<file path="src/rtl/uart_pkg.sv">
`default_nettype none
// ============================================================================
// Module      : uart_pkg
// Description : Shared UART constants and the receive-FIFO entry layout.
// Revision    : 1.0 - initial release
// ============================================================================
package uart_pkg;

    localparam int unsigned UART_DATA_BITS = 8;

    typedef struct packed {
        logic                      frame_err;
        logic                      parity_err;
        logic [UART_DATA_BITS-1:0] data;
    } rx_entry_t;

endpackage
`default_nettype wire

</file>
<file path="src/rtl/sync_fifo.sv">
`default_nettype none
// ============================================================================
// Module      : sync_fifo
// Description : Generic first-word-fall-through FIFO with push/pop/flush.
// Revision    : 1.0 - initial release
// ============================================================================
module sync_fifo #(
    parameter int WIDTH = 10,
    parameter int DEPTH = 16
) (
    input  logic                     clk,
    input  logic                     resetn,
    input  logic                     push,
    input  logic                     pop,
    input  logic                     flush,
    input  logic [WIDTH-1:0]         wdata,
    output logic [WIDTH-1:0]         rdata,
    output logic [$clog2(DEPTH):0]   count,
    output logic                     full,
    output logic                     empty
);

    localparam int AW = $clog2(DEPTH);
    localparam int CW = AW + 1;

    if (DEPTH < 2 || (DEPTH & (DEPTH - 1)) != 0) begin : g_bad_depth
        $fatal(1, "sync_fifo: DEPTH must be a power of 2 and >= 2");
    end

    logic [WIDTH-1:0] mem_q [DEPTH];
    logic [AW-1:0]    wr_ptr_q;
    logic [AW-1:0]    rd_ptr_q;
    logic [CW-1:0]    count_q;
    logic             w_do_push;
    logic             w_do_pop;

    assign empty     = (count_q == '0);
    assign full      = (count_q == CW'(DEPTH));
    assign count     = count_q;
    assign w_do_pop  = pop & ~empty;
    // When full, a concurrent pop frees the slot the write pointer already aims at.
    assign w_do_push = push & (~full | w_do_pop);
    assign rdata     = empty ? '0 : mem_q[rd_ptr_q];

    always_ff @(posedge clk or negedge resetn) begin
        if (!resetn) begin
            wr_ptr_q <= '0;
            rd_ptr_q <= '0;
            count_q  <= '0;
        end else if (flush) begin
            wr_ptr_q <= '0;
            rd_ptr_q <= '0;
            count_q  <= '0;
        end else begin
            if (w_do_push) wr_ptr_q <= wr_ptr_q + 1'b1;
            if (w_do_pop)  rd_ptr_q <= rd_ptr_q + 1'b1;
            case ({w_do_push, w_do_pop})
                2'b10:   count_q <= count_q + 1'b1;
                2'b01:   count_q <= count_q - 1'b1;
                default: count_q <= count_q;
            endcase
        end
    end

    always_ff @(posedge clk) begin
        if (w_do_push && !flush) begin
            mem_q[wr_ptr_q] <= wdata;
        end
    end

endmodule
`default_nettype wire

</file>
<file path="src/rtl/uart_rx_fifo.sv">
`default_nettype none
// ============================================================================
// Module      : uart_rx_fifo
// Description : UART receive buffer: captures frames on data_ready rising
//               edge into a FWFT FIFO, tracks overrun. Optional watermark
//               interrupt enabled by UART_RX_FIFO_WATERMARK_EN.
// Revision    : 1.0 - initial release
// ============================================================================
module uart_rx_fifo
    import uart_pkg::*;
#(
    parameter int DATA_BITS = UART_DATA_BITS,
    parameter int DEPTH     = 16,
    parameter int WATERMARK = 12
) (
    input  logic                   clk,
    input  logic                   resetn,
    input  logic [DATA_BITS-1:0]   rx_data,
    input  logic                   data_ready,
    input  logic                   parity_err,
    input  logic                   frame_err,
    input  logic                   flush,
    input  logic                   clear_overrun,
    output logic [DATA_BITS-1:0]   m_data,
    output logic                   m_parity_err,
    output logic                   m_frame_err,
    output logic                   m_valid,
    input  logic                   m_ready,
    output logic [$clog2(DEPTH):0] count,
    output logic                   full,
    output logic                   overrun,
    output logic                   level_irq
);

    localparam int CW = $clog2(DEPTH) + 1;

    if (DATA_BITS != UART_DATA_BITS) begin : g_bad_width
        $fatal(1, "uart_rx_fifo: DATA_BITS must match uart_pkg::UART_DATA_BITS");
    end

    logic      dr_q;
    logic      overrun_q;
    logic      w_push;
    logic      w_pop;
    logic      w_empty;
    rx_entry_t w_wr_entry;
    rx_entry_t w_rd_entry;

    assign w_push     = data_ready & ~dr_q;
    assign w_pop      = m_valid & m_ready;
    assign w_wr_entry = '{frame_err: frame_err, parity_err: parity_err, data: rx_data};

    sync_fifo #(
        .WIDTH ($bits(rx_entry_t)),
        .DEPTH (DEPTH)
    ) u_fifo (
        .clk    (clk),
        .resetn (resetn),
        .push   (w_push),
        .pop    (w_pop),
        .flush  (flush),
        .wdata  (w_wr_entry),
        .rdata  (w_rd_entry),
        .count  (count),
        .full   (full),
        .empty  (w_empty)
    );

    assign m_valid      = ~w_empty;
    assign m_data       = w_rd_entry.data;
    assign m_parity_err = w_rd_entry.parity_err;
    assign m_frame_err  = w_rd_entry.frame_err;
    assign overrun      = overrun_q;

    // dr_q survives flush so a frame still in progress is not captured twice.
    always_ff @(posedge clk or negedge resetn) begin
        if (!resetn) begin
            dr_q      <= 1'b0;
            overrun_q <= 1'b0;
        end else begin
            dr_q <= data_ready;
            if (flush)
                overrun_q <= 1'b0;
            else if (w_push && full && !w_pop)
                overrun_q <= 1'b1;
            else if (clear_overrun)
                overrun_q <= 1'b0;
        end
    end

`ifdef UART_RX_FIFO_WATERMARK_EN
    if (WATERMARK < 1 || WATERMARK > DEPTH) begin : g_bad_watermark
        $fatal(1, "uart_rx_fifo: WATERMARK must be in 1..DEPTH");
    end

    logic          level_irq_q;
    logic          w_push_ok;
    logic [CW-1:0] w_count_d;

    // Next fill level, so the interrupt changes on the same edge as count.
    assign w_push_ok = w_push & (~full | w_pop);
    assign w_count_d = flush ? '0 : count + CW'(w_push_ok) - CW'(w_pop);
    assign level_irq = level_irq_q;

    always_ff @(posedge clk or negedge resetn) begin
        if (!resetn)
            level_irq_q <= 1'b0;
        else
            level_irq_q <= (w_count_d >= CW'(WATERMARK));
    end
`else
    assign level_irq = 1'b0;
`endif

endmodule
`default_nettype wire

</file>
<file path="config.mk">
export PLATFORM = sky130hd
export DESIGN_NAME = uart_rx_fifo
export DESIGN_NICKNAME = d
export VERILOG_FILES = /design/src/rtl/uart_pkg.sv /design/src/rtl/sync_fifo.sv /design/src/rtl/uart_rx_fifo.sv
export SDC_FILE = /design/constraint.sdc
export NUM_CORES = 1
export LEC_CHECK = 0
export BUFFER_PORTS_ARGS = -buffer_cell sky130_fd_sc_hd__buf_2
export CAP_MARGIN = 20
export CORE_MARGIN = 3
export CORE_UTILIZATION = 50
export DETAILED_ROUTE_END_ITERATION = 10
export PLACE_DENSITY_LB_ADDON = 0.1
export SLEW_MARGIN = 25
export SYNTH_ARGS = -nofsm -noshare
export SYNTH_HDL_FRONTEND = slang
export SYNTH_HIERARCHICAL = 1
export SYNTH_SLANG_ARGS = --single-unit
</file>
<file path="constraint.sdc">
create_clock -name clk -period 2.88 [get_ports clk]
set_input_delay 0.576 -clock clk [delete_from_list [all_inputs] [get_ports clk]]
set_output_delay 0.576 -clock clk [all_outputs]
set_load 0.02 [all_outputs]
</file>
# Yosys cells after proc, flatten, opt, wreduce, memory -nomap -nowiden
# Memories as Yosys holds them, arrays and structs flattened.
# Index checks and enable logic that the tools add are counted.
[totals]
mem_bits_rw = 160
reg_bits = 15
input_bits = 16
n_memories = 1
[op_classes]
eq_ne = 3
bitwise = 8
reduce_logical = 10
n_mux = 12
n_addsub = 4
[mem_list]
columns = ["memory", "depth", "word_bits", "rd", "rd_ports_with_merged_regs", "write_ports", "line", "text"]
rows = [
  ["u_fifo.mem_q", 16, 10, 1, 0, 1, "sync_fifo.sv:30", "logic [WIDTH-1:0] mem_q [DEPTH];"],
]
[op_table]
columns = ["op", "count"]
rows = [
  ["two-way mux 4 bit", 4],
  ["two-way mux 10 bit", 1],
  ["one-hot mux 5 bit (2 select lines)", 1],
  ["adder 4 x 1 -> 4 bit (second input constant)", 2],
  ["nonzero test 3 bit", 2],
  ["adder 5 x 1 -> 5 bit (second input constant)", 1],
  ["== test 5 bit (second input constant)", 1],
  ["logical NOT 5 bit", 1],
  ["two-way mux 1 bit", 5],
  ["two-way mux 5 bit", 1],
  ["subtractor 5 x 1 -> 5 bit (second input constant)", 1],
  ["AND 1 bit", 4],
  ["nonzero test 2 bit", 2],
  ["logical AND 1 bit", 3],
  ["NOT 1 bit", 3],
  ["== test 2 x 1 -> 1 bit (second input constant)", 1],
  ["== test 2 bit (second input constant)", 1],
  ["logical NOT 1 bit", 2],
  ["bitwise OR 1 bit", 1],
]

# Logic depth before layout (Yosys ltp)
# Gate-level depths: netlist of the first run.
[logic_depth]
ltp_word = 9
mapped_depth = 13

# Hierarchy
# The synthesis of the first run kept the hierarchy.
[by_module_without_submodules]
columns = ["module", "cells_each", "area_each_um2", "seq_area_each_um2", "instances"]
rows = [
  ["sync_fifo", 379, 7159.4, 5129.9, 1],
  ["uart_rx_fifo", 10, 101.3, 50.0, 1],
]

# Least setup slack after synthesis of the first run
# No wires, ideal clock.
[synth_path]
kind = "register to register"
start = "register u_fifo.count_q[0], in the netlist u_fifo/count[0]"
end = "register u_fifo.count_q[4], in the netlist u_fifo/count[4]"
period_less_slack_ns = 3.216
setup_ns = 0.128
path_stages_with_launch = 14
required_time_ns = 2.752
arrival_time_ns = 3.089
slack_ns = -0.336
cell_sequence = "dfrtp_1 > or4_1 > buf_2 > nor2_1 > buf_2 > nor2b_1 > inv_1 > a211oi_2 > inv_1 > fa_1 > nand2b_1 > o2bb2ai_1 > mux2i_1 > nand3_1"
[synth_between]
elab_chain_len = 9
elab_cells_between_ends = 15
[synth_rtl]
columns = ["item", "line", "text"]
rows = [
  ["start, declared", "sync_fifo.sv:33", "logic [CW-1:0] count_q;"],
  ["start signal, assigned", "sync_fifo.sv:58", "2'b10: count_q <= count_q + 1'b1;"],
  ["start signal, assigned", "sync_fifo.sv:59", "2'b01: count_q <= count_q - 1'b1;"],
  ["start signal, assigned", "sync_fifo.sv:60", "default: count_q <= count_q;"],
  ["logical NOT 5 bit *", "sync_fifo.sv:37", "assign empty = (count_q == '0);"],
  ["named net w_empty", "uart_rx_fifo.sv:45", "logic w_empty;"],
  ["NOT 1 bit *", "uart_rx_fifo.sv:69", "assign m_valid = ~w_empty;"],
  ["AND 1 bit *", "uart_rx_fifo.sv:50", "assign w_pop = m_valid & m_ready;"],
  ["named net w_pop", "uart_rx_fifo.sv:44", "logic w_pop;"],
  ["AND 1 bit *", "sync_fifo.sv:40", "assign w_do_pop = pop & ~empty;"],
  ["bitwise OR 1 bit", "sync_fifo.sv:42", "assign w_do_push = push & (~full | w_do_pop);"],
  ["AND 1 bit", "sync_fifo.sv:42", ""],
  ["== test 2 x 1 -> 1 bit or == test 2 bit (tied branches)", "sync_fifo.sv:57", "case ({w_do_push, w_do_pop})"],
  ["one-hot mux 5 bit (2 select lines)", "sync_fifo.sv:57", ""],
  ["two-way mux 5 bit", "sync_fifo.sv:50", "end else if (flush) begin"],
]
# The timed path passes the listed nets; every way through them passes the cells marked *.
# A chain may end at the register's enable or synchronous reset.

# Worst setup path after layout of the first run
[layout_path]
start = "register u_fifo.rd_ptr_q[1]"
end = "output m_frame_err"
[layout_between]
elab_chain_len = 2
[layout_rtl]
columns = ["item", "line", "text"]
rows = [
  ["start, declared", "sync_fifo.sv:32", "logic [AW-1:0] rd_ptr_q;"],
  ["start signal, assigned", "sync_fifo.sv:56", "if (w_do_pop) rd_ptr_q <= rd_ptr_q + 1'b1;"],
  ["memory (16 x 10 bit)", "-", ""],
  ["two-way mux 10 bit", "sync_fifo.sv:43", "assign rdata = empty ? '0 : mem_q[rd_ptr_q];"],
  ["end, declared", "uart_rx_fifo.sv:26", "output logic m_frame_err,"],
]
# Every way passes these cells.

==> results of run 1 <==
==> path summary, 6_finish.rpt <==
path / start / end / slack, ns / cells past startpoint
hold / removal: resetn / u_fifo/rd_ptr_q[0] / 0.06 / 1
hold reg to reg: overrun / overrun / 0.49 / 1
max in group asynchronous: resetn / u_fifo/rd_ptr_q[1] / 2.52 / 1
setup / recovery: u_fifo/rd_ptr_q[1] / m_frame_err / 0.002 / 6
setup reg to reg: u_fifo/count[3] / u_fifo/count[4] / 0.21 / 11
min in group clk: data_ready / dr_q / 0.29 / 1
==> registers in the layout, indices dropped and copies added (netlist names) <==
signal and flops:
u_fifo/mem_q 160, u_fifo/count 5, u_fifo/rd_ptr_q 4, u_fifo/wr_ptr_q 4
dr_q 1, overrun 1
==> logic make-up after synthesis <==
family / Yosys count / share of synthesized area
AO/OA/AOI/OAI: 36 / 0.0415
XOR/XNOR: 7 / 0.00844
adder cells (fa/ha/maj): 9 / 0.0165
buffers and inverters: 32 / 0.0207
flip-flops: 175 / 0.713
multiplexers: 57 / 0.148
other: 1 / 0.000516
AND/OR/NAND/NOR: 72 / 0.0508
==> stage by stage <==
stage | hold slack [ns] | power [mW] | setup slack, ns
finish | 0.0593 | 6.97 | 0.00244
CTS | 0.0436 | 7.04 | -0.0161
floorplan | 0.280 | 4.09 | 0.00980
global route | 0.0648 | 7.29 | -0.0566
detailed placement | 0.478 | 4.68 | 0.180
global placement | 0.478 | 4.65 | 0.284
==> worst register-to-register path: stages, from the launching register on <==
cell	delay (ns)
dfrtp_1	0.44
or4_1	0.19
nor2_2	0.06
nor2b_4	0.25
inv_1	0.13
a211oi_4	0.37
inv_1	0.11
fa_1	0.41
nand2b_1	0.16
o2bb2ai_1	0.17
a21oi_1	0.17
nand3_1	0.09
==> per-layer routing <==
metal  global-route usage  vias up
li1                     -     1683
met5                    0        -
met2                0.303       97
met1                0.288     1972
met4               0.0580        0
met3               0.0615       15
==> area by class of cell <==
cell class,count,share of cell area
well taps,180,0.0264
multi-input cells,182,0.234
inverters,10,0.00440
clock buffers,17,0.0499
flip-flops and latches,175,0.608
repair buffers,68,0.0587
clock inverters,15,0.0192
==> power groups by stage <==
stage	logic, mW	registers (mW)	clock network (mW)
2_1_floorplan	1.13	2.97	0
3_3_place_gp	1.71	2.94	0
3_5_place_dp	1.74	2.94	0
4_1_cts	1.85	2.88	2.31
5_1_grt	1.99	2.88	2.42
6_report	1.83	2.88	2.25
==> placed cells by master, fill, tap and decap left out, drive strengths merged, types with 2 or more instances in the layout <==
cell type and n:
mux2 3, nand2b 3, xnor2 3, clkinv 8
nand3 3, nor4 2, nor3b 2, inv 12
clkbuf 17, clkinvlp 3, a21oi 4, a211oi 22
mux4 40, dfrtp 15, ha 8, nor2b 13
buf 68, bufinv 2, o21bai 2, nor2 34
nand2 8, o2bb2ai 2, edfxtp 160, mux2i 14
xor2 4
==> what timing repair did <==
item / CTS / global route
hold buffers: 0 / 0
resized for setup: 9 / 3
endpoints found under the setup margin: 10 / 9
buffers inserted: 5 / 0
hold endpoints to repair: 0 / 0
pin swaps: 3 / 1
==> flow_summary.toml, run 1 <==
[outcome]
status = "finished clean"

[finish]
diodes = 0
drive_above_1_share = 0.343
multi_input_area_mm2 = 0.00199
fin_area_mm2 = 0.00853
fin_util = 0.607
nets = 479
syn_to_final_growth_pct = 17.5
final.fill_count = 1034
fin_cells = 647
seq_area_mm2 = 0.00518

[clock_tree]
htreeDepth = 4
cts_root_buffer = "clkbuf_16"
cts.sinks = 175
tritoncts = "done"
numCtsBuffers = 17
clockBufferDepth = 2
clk_pin_slew_ns = 0.07
clk_latency_ns = 0.43

[synthesis]
ys_seq_area_frac = 0.713
synth_cells = 389
syn-cell-area_mm2 = 0.00726
avgSynthCellArea_um2 = 18.7
ys_top_cells_by_area = "edfxtp_1 66%, mux4_2 12%, dfrtp_1 5.2%"
syn-num-nets = 414
yosysTopAreaCellShare = 0.662
yosysMostFrequentCell = "edfxtp_1"
ys_ff_latch = 175
synth_common_cells = "160 x edfxtp_1, 40 x mux4_2, 34 x nor2_1, 21 x a211oi_1, 15 x dfrtp_1"
synth_edf_count = 160
async_reset_ff_frac = 0.0857
synth_warnings = 6
ys.flop_type = "edfxtp_1"
synth_cell_type_count = 42
yosysTopAreaCell = "edfxtp_1"

[floorplanning]
die_x_um = 127
start_util = 0.517
std_cell_rows = 43
coreArea_mm2 = 0.0140
ios = 35
die_h_um = 127
die_area_mm2 = 0.0160

[critical_path]
crit_type = "flop to output pin"
crit_arrival_ns = 2.30
crit_slowest_cell = "mux4_2"
crit_family = "multiplexers"
startpoint_type = "flop"
path_max_fanout = 14
crit_chain = "buf_12, mux4_2, nor2b_1, a211oi_1, a211oi_1, buf_2"
max_stage_delay_ns = 0.50
critPathBufInv = 2
cpMostUsedCell = "a211oi_1"
cp-end-kind = "output pin"
critical_path_required_ns = 2.30

[drt]
wire_per_inst_um = 23.4
wl_met1_mm = 6.73
routed.top_layer = "met4"
drt_first_iter_violations = 310
ant_nets = 0
routed-wl-met3_um = 896
drc = 0
firstDrtPassIters = 4
routed_wl_mm = 15.1
vias = 3767
met2_length_mm = 7.25
vias_per_cell = 5.82

[placed_design]
hpwl_mm = 9.65
portBuffers = 33
dpl.cell_count = 610
gp_congestion = 0.754
dpl_cell_area_mm2 = 0.00782

[global_routing]
antenna_found_initial = 0
first_global_vias = 3809
grt_pass1_wl_mm = 23.1
gr-total-overflow = 0
grt_max_degree = 32
track_usage = 0.201

[job]
drv_cap = 0

[timing]
slew_headroom = 0.285
worst_pin_slew_ns = 1.07
max_freq_mhz = 348
tns_ns = 0
layout_min_cycle_time_ns = 2.88
clock_skew_ns = 0.00796
finalCritPeriodShare = 0.999
hold_viol_final = 0
finalSetupViolations = 0
slew_viol_final = 0
rsz0062_at_grt = "true"

[power]
leakagePower_nw = 2.85
clkPwrFrac = 0.324
swShare = 0.296
vdd_drop_max_uv = 524
power_density_mw_per_mm2 = 817
power_frac_comb = 0.263
p_switching_mw = 2.06
p_int_mw = 4.90
power_frac_seq = 0.413

[worst_hold_path]
hold_path.class = "input pin to async pin"
Power figures use the tool's default switching activity.
==> run 2, diff against run 1 <==
--- a/config.mk
+++ b/config.mk
@@ -9,6 +9,7 @@
 export CAP_MARGIN = 20
 export CORE_MARGIN = 3
 export CORE_UTILIZATION = 50
+export CTS_BUF_LIST = sky130_fd_sc_hd__clkbuf_4 sky130_fd_sc_hd__clkbuf_8
 export DETAILED_ROUTE_END_ITERATION = 10
 export PLACE_DENSITY_LB_ADDON = 0.1
 export SLEW_MARGIN = 25
==> constraint.sdc (replaced) <==
create_clock -name clk -period 2.3 [get_ports clk]
set_input_delay 0.46 -clock clk [delete_from_list [all_inputs] [get_ports clk]]
set_output_delay 0.46 -clock clk [all_outputs]
set_load 0.02 [all_outputs]
==> flow_summary.toml, run 2 (synthesis results as in run 1) <==
[global_routing]
grt_pass1_wl_mm = 23.0
grt_max_degree = 18
antenna_found_initial = 0
busiest_layer = "met2"
grt_util_met2 = 0.323
globalRouteMet1Util = 0.261
track_usage = 0.195
first_global_vias = 3948
gr-total-overflow = 0
grtUsageMet3 = 0.0383

[clock_tree]
htreeDepth = 4
numCtsBuffers = 17
cts.sinks = 175
clockBufferDepth = 2
tritoncts = "done"
cts_root_buffer = "clkbuf_8"
clk_latency_ns = 0.45
clk_pin_slew_ns = 0.08

[critical_path]
r2r_cells = 11
r2r_slack_ns = -0.06
cp-end-kind = "output pin"
r2r-end = "u_fifo/count[3]"
crit_chain = "buf_12, mux4_2, nor2b_4, a211oi_2, a211oi_1, buf_2"
crit_type = "flop to output pin"
critPathBufInv = 2
r2r-start = "u_fifo/count[1]"
max_stage_delay_ns = 0.50
crit_arrival_ns = 2.18
crit_slowest_cell = "mux4_2"
crit_family = "multiplexers"
path_max_fanout = 8
startpoint_type = "flop"
critical_path_required_ns = 1.84

[finish]
diodes = 0
largest_reg_flops = 160
nets = 493
fin_area_mm2 = 0.00879
drive_above_1_share = 0.451
syn_to_final_growth_pct = 21.1
final_common_cell = "edfxtp_1"
final_cell_mix = "160 x edfxtp_1, 40 x mux4_2, 30 x buf_4"
final.fill_count = 996
registers.top_by_ff_count = "u_fifo/mem_q"

[floorplanning]
die_area_mm2 = 0.0160
die_x_um = 127
die_h_um = 127
start_util = 0.517
std_cell_rows = 43
coreArea_mm2 = 0.0140
ios = 35

[power]
power_frac_comb = 0.337
p_int_mw = 5.72
power_density_mw_per_mm2 = 940
p_switching_mw = 2.54
swShare = 0.308
vdd_drop_max_uv = 657
clkPwrFrac = 0.225
leakagePower_nw = 2.90
power_frac_seq = 0.438

[worst_hold_path]
hold_path.class = "input pin to flop"
holdPathStages = 1
whs_endpoint = "dr_q"
hp-start = "data_ready"

[drt]
drt_first_iter_violations = 313
vias_per_cell = 5.61
drc = 0
vias = 3700
wire_per_inst_um = 21.9
firstDrtPassIters = 4
ant_nets = 0
routed_wl_mm = 14.4

[timing]
finalCritPeriodShare = 1.15
slew_viol_final = 0
max_freq_mhz = 379
worst_slack_ns = -0.338
hold_viol_final = 0
layout_min_cycle_time_ns = 2.64
tns_ns = -3.66
clock_skew_ns = 0.00995
finalSetupViolations = 24
rsz0062_at_grt = "true"

[job]
drv_cap = 0

[placed_design]
gp_congestion = 0.813
dpl_cell_area_mm2 = 0.00810
place_ws_ns = -0.0493
hpwl_mm = 9.40
portBuffers = 33

[outcome]
status = "finished with violations"
violations = "negative setup slack"
-- run 2: cell types whose count changed in the layout (fill, tap and decap cells not counted), sizes merged --
cell / before / now
clkinvlp: 3 / 4
bufbuf: 0 / 1
bufinv: 2 / 1
clkinv: 8 / 7
dlygate4sd3: 0 / 1
inv: 12 / 11
buf: 68 / 80
-- run 2: routing by layer --
layer | vias up | share of wire
met5 | - | 0
met4 | 0 | 0.014
met3 | 16 | 0.050
met2 | 79 | 0.51
met1 | 1906 | 0.43
li1 | 1699 | -
-- run 2: how the worst max path moves through the flow --
stage                             startpoint               to  slack, ns  depth (start not counted)
after floorplan              u_fifo/count[2]  u_fifo/count[4]      -0.31                         13
after global placement    u_fifo/rd_ptr_q[1]     m_parity_err     -0.003                          6
after detailed placement     u_fifo/count[1]  u_fifo/count[3]      -0.05                         11
after CTS                 u_fifo/rd_ptr_q[1]     m_parity_err      -0.39                          6
after global routing      u_fifo/rd_ptr_q[1]        m_data[1]      -0.47                          7
final                     u_fifo/rd_ptr_q[1]     m_parity_err      -0.34                          6
-- run 2: what timing repair did --
item                                    in CTS  in global routing
hold endpoints to repair                    15                  0
endpoints found under the setup margin      15                101
cloned                                       1                  0
setup buffers                                4                  3
hold buffers                                 1                  0
pin swaps                                   14                 11
resized for setup                           35                 23
-- run 2: power by group through the flow --
stage / registers [mW] / logic (mW) / clock network [mW]
6_report: 3.62 / 2.79 / 1.86
5_1_grt: 3.63 / 3.00 / 2.07
4_1_cts: 3.61 / 2.73 / 1.91
3_5_place_dp: 3.68 / 2.36 / 0
3_3_place_gp: 3.67 / 2.34 / 0
2_1_floorplan: 3.72 / 1.57 / 0
-- run 2: final cells by class --
| class | count | area, um^2 | area share |
|---|---|---|---|
| multi-input cells | 182 | 2260 | 0.258 |
| inverters | 10 | 37.5 | 0.00427 |
| flip-flops and latches | 175 | 5190 | 0.590 |
| well taps | 180 | 225 | 0.0256 |
| repair buffers | 82 | 741 | 0.0843 |
| clock buffers | 17 | 234 | 0.0266 |
| clock inverters | 13 | 100 | 0.0114 |
-- run 2: per-stage QoR --
stage	std cells	total power, mW	hold WS (ns)	utilization
2_1_floorplan	389	5.29	0.164	-
3_3_place_gp	620	6.01	0.389	0.577
3_5_place_dp	620	6.04	0.395	0.577
4_1_cts	656	8.24	0.112	0.617
5_1_grt	659	8.69	0.113	0.626
6_report	659	8.26	0.145	0.626
-- run 2: worst register-to-register path: stages, from the launching register on --
cell and delay [ns]:
dfrtp_2 0.42, or4_4 0.56, nor2_4 0.16, nor2b_4 0.07, inv_2 0.08, a211oi_4 0.05
buf_6 0.14, ha_4 0.30, a21oi_2 0.07, and3_4 0.17, o21bai_1 0.13, mux2i_1 0.08
==> run 3, diff against run 2 <==
--- a/config.mk
+++ b/config.mk
@@ -8,7 +8,7 @@
 export BUFFER_PORTS_ARGS = -buffer_cell sky130_fd_sc_hd__buf_2
 export CAP_MARGIN = 20
 export CORE_MARGIN = 3
-export CORE_UTILIZATION = 50
+export CORE_UTILIZATION = 30
 export CTS_BUF_LIST = sky130_fd_sc_hd__clkbuf_4 sky130_fd_sc_hd__clkbuf_8
 export DETAILED_ROUTE_END_ITERATION = 10
 export PLACE_DENSITY_LB_ADDON = 0.1
==> flow_summary.toml, run 3 (synthesis results as in run 1) <==
[outcome]
status = "finished with violations"
violations = "negative setup slack"

[placed_design]
gp_congestion = 0.729
dpl_cell_area_mm2 = 0.00855
hpwl_mm = 11.1
portBuffers = 33

[finish]
diodes = 0
drive_above_1_share = 0.479
fin_area_mm2 = 0.00930
largest_reg_flops = 160
registers.top_by_ff_count = "u_fifo/mem_q"
syn_to_final_growth_pct = 28.1
final_cell_mix = "160 x edfxtp_1, 42 x buf_4, 40 x mux4_2"
fin_util = 0.394
seq_area_mm2 = 0.00519
final_common_cell = "edfxtp_1"
nets = 511
multi_input_area_mm2 = 0.00227
final.fill_count = 2187

[drt]
vias_per_cell = 4.61
drt_first_iter_violations = 227
firstDrtPassIters = 4
ant_nets = 0
wire_per_inst_um = 20.8
routed_wl_mm = 17.0
vias = 3772
drc = 0

[timing]
layout_min_cycle_time_ns = 2.62
slew_viol_final = 0
hold_viol_final = 0
rsz0062_at_grt = "true"
finalCritPeriodShare = 1.14
slew_headroom = 0.654
tns_ns = -3.08
finalSetupViolations = 14
clock_skew_ns = 0.0112
worst_slack_ns = -0.321
max_freq_mhz = 382
worst_pin_slew_ns = 0.518

[critical_path]
startpoint_type = "flop"
r2r-start = "u_fifo/count[1]"
cp-end-kind = "output pin"
path_max_fanout = 10
r2r-end = "u_fifo/count[3]"
r2r_slack_ns = -0.03
crit_arrival_ns = 2.16
r2r_cells = 10
crit_type = "flop to output pin"
critical_path_required_ns = 1.84

[global_routing]
antenna_found_initial = 0
grt_pass1_wl_mm = 26.1
gr-total-overflow = 0
first_global_vias = 4148
grt_max_degree = 25
track_usage = 0.137

[clock_tree]
htreeDepth = 4
numCtsBuffers = 17
cts.sinks = 175
clk_pin_slew_ns = 0.09
cts_root_buffer = "clkbuf_8"
clk_latency_ns = 0.44
tritoncts = "done"
clockBufferDepth = 2

[worst_hold_path]
hp-start = "data_ready"
holdPathStages = 1
hold_path.class = "input pin to flop"
whs_endpoint = "dr_q"

[power]
vdd_drop_max_uv = 519
power_density_mw_per_mm2 = 925
leakagePower_nw = 3.06

[floorplanning]
die_area_mm2 = 0.0261
std_cell_rows = 56
die_x_um = 162
die_h_um = 162
ios = 35
start_util = 0.307
coreArea_mm2 = 0.0236

[job]
drv_cap = 0
==> run 3: cell count changes in the layout (fill, tap and decap cells not counted), sizes merged <==
cell / change
buf: +19
inv: +6
clkinv: -3
bufbuf: -1
clkinvlp: -1
==> run 3: metal layers <==
metal / vias to the layer above / GRT usage / wire length, um
met3: 10 / 0.0298 / 448
li1: 1731 / - / -
met5: - / 0 / 0
met2: 51 / 0.242 / 8840
met1: 1980 / 0.174 / 7580
met4: 0 / 0.0305 / 169
==> run 3: layout make-up <==
class                      count  share of cell area
timing repair buffer         100               0.108
tap                          319              0.0429
clock buffer                  17              0.0252
clock inverter                15              0.0186
inverter                      10             0.00404
sequential                   175               0.558
multi-input combinational    182               0.244
==> run 3: through the flow <==
| step | worst slack (ns) | instances | power (mW) | hold slack [ns] |
|---|---|---|---|---|
| after floorplan | -0.312 | 389 | 5.29 | 0.164 |
| after global placement | -0.0919 | 772 | 6.16 | 0.401 |
| after detailed placement | -0.0940 | 772 | 6.18 | 0.406 |
| after CTS | -0.393 | 816 | 8.63 | 0.118 |
| after global routing | -0.440 | 818 | 9.08 | 0.117 |
| final | -0.321 | 818 | 8.61 | 0.158 |
==> run 3: what timing repair did <==
action	4_1_cts	5_1_grt
buffers inserted	13	6
gates resized for setup	37	20
endpoints found under the hold margin	15	0
pin swaps	20	19
hold buffers	1	0
endpoints found under the setup margin	25	138
==> run 3: worst max-delay path, stage by stage, from the launching register on <==
cell,delay [ns]
dfrtp_2,0.44
buf_12,0.16
mux4_2,0.51
nor2b_1,0.16
a211oi_2,0.20
a211oi_1,0.08
buf_2,0.17
==> run 3: worst max path at each step <==
stage                           end               start  cells past startpoint  slack (ns)
finish                    m_data[5]  u_fifo/rd_ptr_q[1]                      6       -0.32
global route              m_data[4]  u_fifo/rd_ptr_q[1]                      6       -0.44
CTS                       m_data[6]  u_fifo/rd_ptr_q[1]                      6       -0.39
detailed placement  u_fifo/count[4]          data_ready                      9       -0.09
global placement          m_data[3]  u_fifo/rd_ptr_q[1]                      7       -0.09
floorplan           u_fifo/count[4]     u_fifo/count[2]                     13       -0.31
==> run 3: power by group <==
group | switching, mW | total [mW] | internal (mW)
logic | 1.48 | 2.87 | 1.39
clock network | 1.21 | 2.13 | 0.912
registers | 0.0664 | 3.61 | 3.54
